$ cat src/rtl/id_fwd_stage_pkg.sv
// Shared decode constants for the id_fwd_stage slice: opcodes, NOP encoding,
// enable levels and immediate helpers.
package id_fwd_stage_pkg;

  typedef enum logic [6:0] {
    INST_TYPE_I     = 7'b0010011,
    INST_TYPE_R_M   = 7'b0110011,
    INST_TYPE_LUI   = 7'b0110111,
    INST_TYPE_AUIPC = 7'b0010111,
    INST_TYPE_LOAD  = 7'b0000011
  } opcode_e;

  localparam logic [31:0] NOP           = 32'h0000_0013;
  localparam logic [31:0] ZERO          = 32'h0000_0000;
  localparam logic        READ_ENABLE   = 1'b1;
  localparam logic        READ_DISABLE  = 1'b0;
  localparam logic        WRITE_ENABLE  = 1'b1;
  localparam logic        WRITE_DISABLE = 1'b0;

  function automatic logic [31:0] sext12(input logic [11:0] imm);
    return {{20{imm[11]}}, imm};
  endfunction

  function automatic logic [31:0] upper_imm(input logic [31:0] inst);
    return {inst[31:12], 12'b0};
  endfunction

endpackage

$ cat src/rtl/id_fwd_stage_mux.sv
// Operand source select for one regfile read port: x0, youngest matching
// forwarding source, or regfile data; flags a hazard on a pending match.
module id_fwd_stage_mux #(
  parameter int FWD_STAGES  = 2,
  parameter int RADDR_WIDTH = 5,
  parameter int DATA_WIDTH  = 32
) (
  input  logic [RADDR_WIDTH-1:0]            raddr_i,
  input  logic                              re_i,
  input  logic [DATA_WIDTH-1:0]             rdata_i,
  input  logic [FWD_STAGES-1:0]             fwd_we_i,
  input  logic [FWD_STAGES*RADDR_WIDTH-1:0] fwd_waddr_i,
  input  logic [FWD_STAGES*DATA_WIDTH-1:0]  fwd_wdata_i,
  input  logic [FWD_STAGES-1:0]             fwd_pending_i,
  output logic [DATA_WIDTH-1:0]             data_o,
  output logic                              hazard_o
);

  always_comb begin
    data_o   = rdata_i;
    hazard_o = 1'b0;
    // Walk oldest to youngest so the lowest index overrides every older match.
    for (int k = FWD_STAGES - 1; k >= 0; k--) begin
      if (fwd_we_i[k] && (fwd_waddr_i[k*RADDR_WIDTH +: RADDR_WIDTH] == raddr_i)) begin
        data_o   = fwd_pending_i[k] ? '0 : fwd_wdata_i[k*DATA_WIDTH +: DATA_WIDTH];
        hazard_o = fwd_pending_i[k];
      end
    end
    if (!re_i || (raddr_i == '0)) begin
      data_o   = '0;
      hazard_o = 1'b0;
    end
  end

endmodule

$ cat src/rtl/id_fwd_stage.sv
// Decode stage with operand forwarding, load-use stall and the registered
// id->exe boundary (valid/ready).
module id_fwd_stage
  import id_fwd_stage_pkg::*;
#(
  parameter int ADDR_WIDTH  = 32,
  parameter int DATA_WIDTH  = 32,
  parameter int RADDR_WIDTH = 5,
  parameter int FWD_STAGES  = 2,
  parameter int CNT_WIDTH   = 16
) (
  input  logic                              clk_i,
  input  logic                              rst_n_i,
  input  logic                              in_valid_i,
  output logic                              in_ready_o,
  input  logic [ADDR_WIDTH-1:0]             inst_addr_i,
  input  logic [DATA_WIDTH-1:0]             inst_i,
  output logic [RADDR_WIDTH-1:0]            reg1_raddr_o,
  output logic [RADDR_WIDTH-1:0]            reg2_raddr_o,
  output logic                              reg1_re_o,
  output logic                              reg2_re_o,
  input  logic [DATA_WIDTH-1:0]             reg1_rdata_i,
  input  logic [DATA_WIDTH-1:0]             reg2_rdata_i,
  input  logic [FWD_STAGES-1:0]             fwd_we_i,
  input  logic [FWD_STAGES*RADDR_WIDTH-1:0] fwd_waddr_i,
  input  logic [FWD_STAGES*DATA_WIDTH-1:0]  fwd_wdata_i,
  input  logic [FWD_STAGES-1:0]             fwd_pending_i,
  input  logic                              flush_i,
  output logic                              out_valid_o,
  input  logic                              out_ready_i,
  output logic [DATA_WIDTH-1:0]             inst_o,
  output logic [ADDR_WIDTH-1:0]             inst_addr_o,
  output logic [DATA_WIDTH-1:0]             op1_o,
  output logic [DATA_WIDTH-1:0]             op2_o,
  output logic                              reg_we_o,
  output logic [RADDR_WIDTH-1:0]            reg_waddr_o,
  output logic [CNT_WIDTH-1:0]              hazard_cnt_o
);

  logic [RADDR_WIDTH-1:0] rs1, rs2, rd;
  logic                   dec_re1, dec_re2, dec_we;
  logic [RADDR_WIDTH-1:0] dec_waddr;
  logic [DATA_WIDTH-1:0]  op1_imm, op2_imm;
  logic [DATA_WIDTH-1:0]  rs1_data, rs2_data;
  logic                   rs1_hazard, rs2_hazard;
  logic                   hazard, accept;
  logic [DATA_WIDTH-1:0]  dec_op1, dec_op2;

  logic                   valid_q, valid_d;
  logic [DATA_WIDTH-1:0]  inst_q, inst_d;
  logic [ADDR_WIDTH-1:0]  addr_q, addr_d;
  logic [DATA_WIDTH-1:0]  op1_q, op1_d;
  logic [DATA_WIDTH-1:0]  op2_q, op2_d;
  logic                   we_q, we_d;
  logic [RADDR_WIDTH-1:0] waddr_q, waddr_d;
  logic [CNT_WIDTH-1:0]   cnt_q, cnt_d;

  assign rs1 = RADDR_WIDTH'(inst_i[19:15]);
  assign rs2 = RADDR_WIDTH'(inst_i[24:20]);
  assign rd  = RADDR_WIDTH'(inst_i[11:7]);

  // Immediate-only operands come from op*_imm; enabled reads take the mux output.
  always_comb begin
    dec_re1   = READ_DISABLE;
    dec_re2   = READ_DISABLE;
    dec_we    = WRITE_DISABLE;
    dec_waddr = '0;
    op1_imm   = DATA_WIDTH'(ZERO);
    op2_imm   = DATA_WIDTH'(ZERO);
    case (opcode_e'(inst_i[6:0]))
      INST_TYPE_I, INST_TYPE_LOAD: begin
        dec_re1   = READ_ENABLE;
        dec_we    = WRITE_ENABLE;
        dec_waddr = rd;
        op2_imm   = DATA_WIDTH'(sext12(inst_i[31:20]));
      end
      INST_TYPE_R_M: begin
        dec_re1   = READ_ENABLE;
        dec_re2   = READ_ENABLE;
        dec_we    = WRITE_ENABLE;
        dec_waddr = rd;
      end
      INST_TYPE_LUI: begin
        dec_we    = WRITE_ENABLE;
        dec_waddr = rd;
        op1_imm   = DATA_WIDTH'(upper_imm(32'(inst_i)));
      end
      INST_TYPE_AUIPC: begin
        dec_we    = WRITE_ENABLE;
        dec_waddr = rd;
        op1_imm   = DATA_WIDTH'(inst_addr_i);
        op2_imm   = DATA_WIDTH'(upper_imm(32'(inst_i)));
      end
      default: ;
    endcase
  end

  assign reg1_re_o    = dec_re1;
  assign reg2_re_o    = dec_re2;
  assign reg1_raddr_o = dec_re1 ? rs1 : '0;
  assign reg2_raddr_o = dec_re2 ? rs2 : '0;

  id_fwd_stage_mux #(
    .FWD_STAGES (FWD_STAGES),
    .RADDR_WIDTH(RADDR_WIDTH),
    .DATA_WIDTH (DATA_WIDTH)
  ) u_mux_op1 (
    .raddr_i      (reg1_raddr_o),
    .re_i         (dec_re1),
    .rdata_i      (reg1_rdata_i),
    .fwd_we_i     (fwd_we_i),
    .fwd_waddr_i  (fwd_waddr_i),
    .fwd_wdata_i  (fwd_wdata_i),
    .fwd_pending_i(fwd_pending_i),
    .data_o       (rs1_data),
    .hazard_o     (rs1_hazard)
  );

  id_fwd_stage_mux #(
    .FWD_STAGES (FWD_STAGES),
    .RADDR_WIDTH(RADDR_WIDTH),
    .DATA_WIDTH (DATA_WIDTH)
  ) u_mux_op2 (
    .raddr_i      (reg2_raddr_o),
    .re_i         (dec_re2),
    .rdata_i      (reg2_rdata_i),
    .fwd_we_i     (fwd_we_i),
    .fwd_waddr_i  (fwd_waddr_i),
    .fwd_wdata_i  (fwd_wdata_i),
    .fwd_pending_i(fwd_pending_i),
    .data_o       (rs2_data),
    .hazard_o     (rs2_hazard)
  );

  always_comb begin
    dec_op1    = dec_re1 ? rs1_data : op1_imm;
    dec_op2    = dec_re2 ? rs2_data : op2_imm;
    hazard     = rs1_hazard || rs2_hazard;
    in_ready_o = !hazard && !flush_i && (!valid_q || out_ready_i);
    accept     = in_valid_i && in_ready_o;

    valid_d = valid_q;
    inst_d  = inst_q;
    addr_d  = addr_q;
    op1_d   = op1_q;
    op2_d   = op2_q;
    we_d    = we_q;
    waddr_d = waddr_q;
    if (flush_i) begin
      valid_d = 1'b0;
    end else if (accept) begin
      valid_d = 1'b1;
      inst_d  = inst_i;
      addr_d  = inst_addr_i;
      op1_d   = dec_op1;
      op2_d   = dec_op2;
      we_d    = dec_we;
      waddr_d = dec_waddr;
    end else if (out_ready_i && valid_q) begin
      valid_d = 1'b0;
    end

    cnt_d = cnt_q;
    if (in_valid_i && hazard && !flush_i && (cnt_q != '1)) begin
      cnt_d = cnt_q + CNT_WIDTH'(1);
    end
  end

  always_ff @(posedge clk_i or negedge rst_n_i) begin
    if (!rst_n_i) begin
      valid_q <= 1'b0;
      inst_q  <= DATA_WIDTH'(NOP);
      addr_q  <= '0;
      op1_q   <= '0;
      op2_q   <= '0;
      we_q    <= 1'b0;
      waddr_q <= '0;
      cnt_q   <= '0;
    end else begin
      valid_q <= valid_d;
      inst_q  <= inst_d;
      addr_q  <= addr_d;
      op1_q   <= op1_d;
      op2_q   <= op2_d;
      we_q    <= we_d;
      waddr_q <= waddr_d;
      cnt_q   <= cnt_d;
    end
  end

  assign out_valid_o  = valid_q;
  assign inst_o       = inst_q;
  assign inst_addr_o  = addr_q;
  assign op1_o        = op1_q;
  assign op2_o        = op2_q;
  assign reg_we_o     = we_q;
  assign reg_waddr_o  = waddr_q;
  assign hazard_cnt_o = cnt_q;

endmodule
$ cat config.mk
export PLATFORM = sky130hd
export DESIGN_NAME = id_fwd_stage
export DESIGN_NICKNAME = d
export VERILOG_FILES = /design/src/rtl/id_fwd_stage_pkg.sv /design/src/rtl/id_fwd_stage_mux.sv /design/src/rtl/id_fwd_stage.sv
export SDC_FILE = /design/constraint.sdc
export NUM_CORES = 1
export LEC_CHECK = 0
export CORE_MARGIN = 4
export CORE_UTILIZATION = 44
export DETAILED_ROUTE_END_ITERATION = 7
export PLACE_DENSITY = 0.84
export REMOVE_ABC_BUFFERS = 1
export SYNTH_ARGS = -nofsm -noshare
export SYNTH_HDL_FRONTEND = slang
export SYNTH_SLANG_ARGS = --single-unit
$ cat constraint.sdc
create_clock -name clk_i -period 3.6 [get_ports clk_i]
set_clock_uncertainty 0.1 [all_clocks]
set_input_delay 0.54 -clock clk_i [delete_from_list [all_inputs] [get_ports clk_i]]
set_output_delay 0.54 -clock clk_i [all_outputs]
set_load 0.005 [all_outputs]
======== Word-level counts from Yosys, hierarchy flattened ========
Index checks and enable logic that the tools add are counted.
storage, ports and cells
  bits in registers ....................... 151
cells by class
  bitwise operators ....................... 1
  reduce and logical (&&, ||, !) cells .... 27
  mux-type cells .......................... 27
  eq/ne operators ......................... 10
  $add $sub $neg .......................... 1
operators by type and width
  kind                                                 count
  2-to-1 mux 32 bit                                    10
  one-hot mux 32 bit (2 select lines)                  2
  equality test 5 bit                                  4
  adder 16 x 1 -> 16 bit, second input constant        1
  != test 16 bit, second input constant                1
  2-to-1 mux 5 bit                                     3
  equality test 7 x 5 -> 1 bit, second input constant  2
  equality test 7 x 6 -> 1 bit, second input constant  2
  2-to-1 mux 1 bit                                     12
  logical AND 1 bit                                    11
  logical NOT 5 bit                                    2
  equality test 7 x 2 -> 1 bit, second input constant  1
  logical NOT 1 bit                                    5
  OR reduction 5 bit                                   1
  logical OR 1 bit                                     4
  nonzero test 3 bit                                   1
  OR reduction 3 bit                                   1
  AND reduction 2 bit                                  1
  OR reduction 2 bit                                   1
  inverter 1 bit                                       1

======== Longest topological paths before layout ========
  depth after elaboration ................. 16
  mapped depth ............................ 12

======== Cells and area by module ========
From an unflattened synthesis, not the netlist that was laid out.
unflattened totals
  cells, all modules ...................... 958
  area total of the unflattened synthesis .. 9156.3 um2
modules (own cells, without submodules)
  module            instances  cells each  area each (um2)
  id_fwd_stage      1          698         6708.9
  id_fwd_stage_mux  2          130         1223.7

======== Least setup slack after synthesis ========
No wires, ideal clock.
  kind .................................... input -> output
  start ................................... input inst_i[5]
  end ..................................... output in_ready_o
  data arrival time ....................... 2544 ps
  cell stages on the path ................. 10
  path buffers ............................ 2
  path slack .............................. 416 ps
  required time ........................... 2960 ps
  path through ............................ clkbuf_1 and2b_1 or3_4 clkinv_1 nand2_1 a221oi_2 nand3_4 o2111ai_2 buf_2 nor3b_1
on the way
  word-level cells in the longest chain between the ends .. 13
  elaborated cells between the ends (all ways) .. 32
ends and longest elaborated chain
  element                                                     line                    RTL
  start, declared                                             id_fwd_stage.sv:17      input logic [DATA_WIDTH-1:0] inst_i,
  equality test 7 x 5 -> 1 bit, or another cell as far along  id_fwd_stage.sv:70      case (opcode_e'(inst_i[6:0]))
  OR reduction 3 bit (no line) *                              -
  2-to-1 mux 1 bit *                                          id_fwd_stage.sv:70
  via reg1_re_o                                               id_fwd_stage.sv:20      output logic reg1_re_o,
  2-to-1 mux 5 bit                                            id_fwd_stage.sv:100     assign reg1_raddr_o = dec_re1 ? rs1 : '0;
  equality test 5 bit                                         id_fwd_stage_mux.sv:24  if (fwd_we_i[k] && (fwd_waddr_i[k*RADDR_WIDTH +: RADDR_WIDTH] == raddr_i)) begin
  logical AND 1 bit                                           id_fwd_stage_mux.sv:24
  2-to-1 mux 1 bit (2 in a row)                               id_fwd_stage_mux.sv:24
  2-to-1 mux 1 bit *                                          id_fwd_stage_mux.sv:29  if (!re_i || (raddr_i == '0)) begin
  logical OR 1 bit *                                          id_fwd_stage.sv:138     hazard = rs1_hazard || rs2_hazard;
  logical NOT 1 bit *                                         id_fwd_stage.sv:139     in_ready_o = !hazard && !flush_i && (!valid_q || out_ready_i);
  logical AND 1 bit * (2 in a row)                            id_fwd_stage.sv:139
  end, declared                                               id_fwd_stage.sv:15      output logic in_ready_o,
The timed path passes the listed nets; every way through them passes the cells marked *.

======== Worst setup path in the final report ========
  start ................................... input inst_i[3]
  end ..................................... register op1_q[22] (netlist: op1_o[22])
on the way
  word-level cells in the longest chain between the ends .. 15
  elaborated cells between the ends (all ways) .. 41
ends and longest elaborated chain
  element                                                     line                    RTL
  equality test 7 x 5 -> 1 bit, or another cell as far along  id_fwd_stage.sv:70
  OR reduction 3 bit (no line)                                -
  2-to-1 mux 1 bit                                            id_fwd_stage.sv:70
  2-to-1 mux 5 bit                                            id_fwd_stage.sv:100
  equality test 5 bit                                         id_fwd_stage_mux.sv:24
  logical AND 1 bit                                           id_fwd_stage_mux.sv:24
  2-to-1 mux 1 bit (2 in a row)                               id_fwd_stage_mux.sv:24
  2-to-1 mux 1 bit                                            id_fwd_stage_mux.sv:29
  logical OR 1 bit                                            id_fwd_stage.sv:138
  logical NOT 1 bit                                           id_fwd_stage.sv:139
  logical AND 1 bit (2 in a row)                              id_fwd_stage.sv:139
  logical AND 1 bit                                           id_fwd_stage.sv:140     accept = in_valid_i && in_ready_o;
  AND reduction 2 bit (no line)                               -
  end signal, assigned                                        id_fwd_stage.sv:183     op1_q <= op1_d;
  end, declared                                               id_fwd_stage.sv:52      logic [DATA_WIDTH-1:0] op1_q, op1_d;
Several ways; a longest one is shown, not always the timed one.
A chain may end at the register's enable or synchronous reset.

==> results <==
- In this run, CTS created clock tree buffers numbering 17.
- Power spread over the standard cell area amounts to 379 nW/um^2.
- The max-slew violation count is 0.
- The register-to-register setup slack is 0.94 ns.
- The I/O pin total is 375.
- Yosys mapped a number of flops with a built-in enable equal to 0.
- The synthesized netlist occupies a cell area of 8830 um^2.
- Yosys attributes the largest share of cell area to sky130_fd_sc_hd__dfrtp_1 (42%), sky130_fd_sc_hd__mux2_2 (12%), sky130_fd_sc_hd__a21oi_1 (4.8%).
- The worst pin sits at a relative slew slack of 33.8%.
- Once detailed placement completed, the half-perimeter wirelength came to 26.8 mm.
- The die covers 22400 um^2.
- The setup total negative slack is 0 ns.
- The pre-antenna-repair detailed-routing pass consisted of 6 iterations.
- Max-cap violations in this run came to 0.
- The average instance area after synthesis is 9.75 um^2.
- The detail route stage leaves a number of antenna-violating nets equal to 0.
- After synthesis, the share of flip-flops with an asynchronous set or reset is 100%.
- STA classifies the critical path endpoint as a register.
- The fraction of layout instances using a drive strength above 1 is 20.6%.
- Setup repair after global routing left no endpoint under its margin.
- The via count of the first global-routing pass came to 9761.
- The sequential area share after synthesis is 42.8%.
- The core footprint is 19600 um^2.
- The maximum clock frequency is 283 MHz.
- The met2 wire length is 18.0 mm.
- The aggregate global-route resource usage is 31.7%.
- The worst setup path is launched from a primary input.
- The leading cell type by number of instances after synthesis is sky130_fd_sc_hd__dfrtp_1.
- Synthesis inferred 151 register bits.
- The post-route met1 wirelength is 13.4 mm.
- The effective utilization at floorplan is 45.1%.
- Along the worst path, the maximum fanout reaches 22.
- Yosys mapped the design onto 58 distinct sky130hd cell types.
- The row count is 51.
- The clock-pin slew on the worst setup and hold paths is 0.07 ns.
- Dividing the detail-routed via count by the number of cells gives 5.90.
- The most used flip-flop cell after synthesis is sky130_fd_sc_hd__dfrtp_1.
- The detailed router's first-iteration violation count is 778.
- The area fraction of the dominant cell type after synthesis is 41.9%.
- The first global-routing pass estimated 54.3 mm of wire.
- The largest vdd supply drop is 0.000296 V.
- The clock net in this run drives a total of 151 sinks.
- Counting cells, the worst reg-to-reg path comes to 9.
- The die boundary height is 150 um.
- Sorting the synthesized cells by how often they occur yields sky130_fd_sc_hd__dfrtp_1 (148), sky130_fd_sc_hd__mux2_2 (98), sky130_fd_sc_hd__a21oi_1 (84).
- The total met3 wirelength after detailed routing is 3.74 mm.
- The clock tree from TritonCTS is built.
- Signal routing reaches up to met5.
- For this run, the number of Yosys warnings is 0.
- The total count of hold-check failures in the final report was 0.
- STA puts the critical path data arrival time at 3.77 ns.
- The final worst-path cycle share is 98.3%.
- The H-tree was split into 4 levels.
- After detailed routing, the total wire length is 37.2 mm.
- The number of remaining DRC errors is 0.
- For the pin with the worst max-slew slack, the measured transition is 0.991 ns.
- The remaining global-route overflow is 0.
- The clock latency on the worst-skew pair is 0.42 ns.
- The post-layout instance count excluding filler cells is 1612.
- STA puts the critical path data required time at 3.83 ns.
- The initial antenna violation count was 6.
- The cell count after placement is 1571.
- The gate count after technology mapping is 906.
- Entering global routing, the biggest net connects 79 pins.
- The routability-driven placement congestion ratio is 0.931.
- The min-delay analysis places its worst path in the category primary input to async pin.
- The layout overhead on the synthesized area is 61.3%.
- After detailed routing, the average wire length per cell comes to 23.1 um.
- The clock period minus final worst setup slack is 3.54 ns.
- The type of the worst setup path is primary input to register.
- The run finished with clean final reports.
- The number of failing setup endpoints in the final timing report is 0.
- The maximum count of clock buffers along a single path is 2.
- The detailed-route via count is 9503.
- From left edge to right edge, the die measures 150 um.
- The count of buffers added on input and output ports is 374.
- For this run, the post-layout net count is 1542.
- The buffer cell driving the clock tree root is sky130_fd_sc_hd__clkbuf_16.
- In this run the static leakage power is 5.66 nW.
- The critical register-to-register path startpoint is hazard_cnt_o[0].
- The largest total area in the synthesized netlist belongs to sky130_fd_sc_hd__dfrtp_1.
- The endpoint of the lowest-slack register-to-register path is hazard_cnt_o[1].
## critical path: stages
cell	delay, ns
sky130_fd_sc_hd__clkdlybuf4s50_1	0.44
sky130_fd_sc_hd__nand4bb_4	0.27
sky130_fd_sc_hd__or3_4	0.45
sky130_fd_sc_hd__o21ai_0	0.36
sky130_fd_sc_hd__a221oi_4	0.14
sky130_fd_sc_hd__buf_4	0.16
sky130_fd_sc_hd__o2111a_2	0.17
sky130_fd_sc_hd__nor4_4	0.40
sky130_fd_sc_hd__buf_4	0.25
sky130_fd_sc_hd__buf_12	0.17
sky130_fd_sc_hd__buf_4	0.20
sky130_fd_sc_hd__nor2_1	0.06
sky130_fd_sc_hd__a21oi_1	0.15
## cell families (layout without fill, tap and decap cells)
| family | count (synthesis) | after routing | synth area share [%] |
|---|---|---|---|
| AO/OA/AOI/OAI | 225 | 225 | 16.4 |
| XOR/XNOR | 24 | 24 | 2.38 |
| adder cells (fa/ha/maj) | 1 | 1 | 0.142 |
| buffers and inverters | 89 | 526 | 4.66 |
| flip-flops | 151 | 151 | 42.8 |
| multiplexers | 130 | 130 | 16.4 |
| other | 0 | 4 | 0 |
| AND/OR/NAND/NOR | 286 | 286 | 17.2 |
## through the flow
step                      hold slack (ns)  power, mW  util, %  worst slack [ns]  instance area, um^2
final                              0.0418       5.40     72.7            0.0621                14200
after global routing                0.101       5.61     72.7           0.00260                14200
after CTS                          0.0759       5.41     72.0           0.00529                14100
after detailed placement            0.374       3.51     68.6            -0.331                13400
after global placement              0.367       3.47     68.6            -0.215                13400
after floorplan                     0.144       2.50        -             -5.42                 8470
## layout make-up
class / count / area (um^2)
multi-input cells: 666 / 4830
flip-flops and latches: 151 / 3780
clock inverters: 13 / 171
diodes: 4 / 10.0
clock buffers: 19 / 443
fillers: 1369 / 5340
inverters: 13 / 51.3
well taps: 265 / 332
repair buffers: 481 / 4630
## worst max-delay path by stage
stage          slack (ns)              end      start  cells past startpoint
5_1_grt             0.003        op1_o[22]  inst_i[2]                     15
6_report             0.06        op1_o[22]  inst_i[3]                     13
4_1_cts             0.005       in_ready_o  inst_i[2]                     10
3_5_place_dp        -0.33   inst_addr_o[4]  inst_i[2]                     12
3_3_place_gp        -0.21  inst_addr_o[29]  inst_i[2]                     11
2_1_floorplan       -5.42        inst_o[0]  inst_i[2]                      7
## registers in the layout, indices dropped and copies added, names as in the netlist
register	cells
inst_addr_o	32
inst_o	32
op1_o	32
op2_o	32
hazard_cnt_o	16
reg_waddr_o	5
out_valid_o	1
reg_we_o	1
## power breakdown
group          switching (mW)  total, mW  leakage, nW  internal, mW
registers               0.131       2.07         1.84          1.94
clock network           0.770       1.89        0.294          1.12
logic                   0.558       1.45         3.53         0.891
total                    1.46       5.40         5.66          3.95
## metal layers
layer,global-route usage (%),up-vias
li1,-,4166
met1,37.5,4566
met2,53.1,626
met3,8.03,141
met4,17.0,4
met5,0,-
## cell usage in the layout (no fill, tap or decap), types with 5 or more instances in the layout
cell / n
sky130_fd_sc_hd__clkdlybuf4s50_1: 366
sky130_fd_sc_hd__dfrtp_1: 148
sky130_fd_sc_hd__mux2_2: 98
sky130_fd_sc_hd__buf_4: 98
sky130_fd_sc_hd__a21oi_1: 84
sky130_fd_sc_hd__nor2_1: 77
sky130_fd_sc_hd__nor2b_1: 66
sky130_fd_sc_hd__nand2_1: 54
sky130_fd_sc_hd__o21ai_0: 40
sky130_fd_sc_hd__a222oi_1: 32
sky130_fd_sc_hd__a31oi_1: 26
sky130_fd_sc_hd__mux2_1: 20
sky130_fd_sc_hd__xnor2_1: 19
sky130_fd_sc_hd__a211oi_1: 19
sky130_fd_sc_hd__clkbuf_16: 17
sky130_fd_sc_hd__nand3_1: 13
sky130_fd_sc_hd__inv_1: 12
sky130_fd_sc_hd__mux2i_1: 12
sky130_fd_sc_hd__nor3_1: 11
sky130_fd_sc_hd__nand4_1: 11
sky130_fd_sc_hd__and3_1: 9
sky130_fd_sc_hd__buf_12: 7
sky130_fd_sc_hd__and2_1: 5
sky130_fd_sc_hd__xor2_1: 5
sky130_fd_sc_hd__clkinv_4: 5
## what timing repair did
item	CTS	global route
pin swaps	5	15
gates resized for setup	7	25
hold buffers	0	0
setup endpoints to repair	1	109
buffers inserted	3	2
No activity file was read; power rests on OpenSTA's default activity.
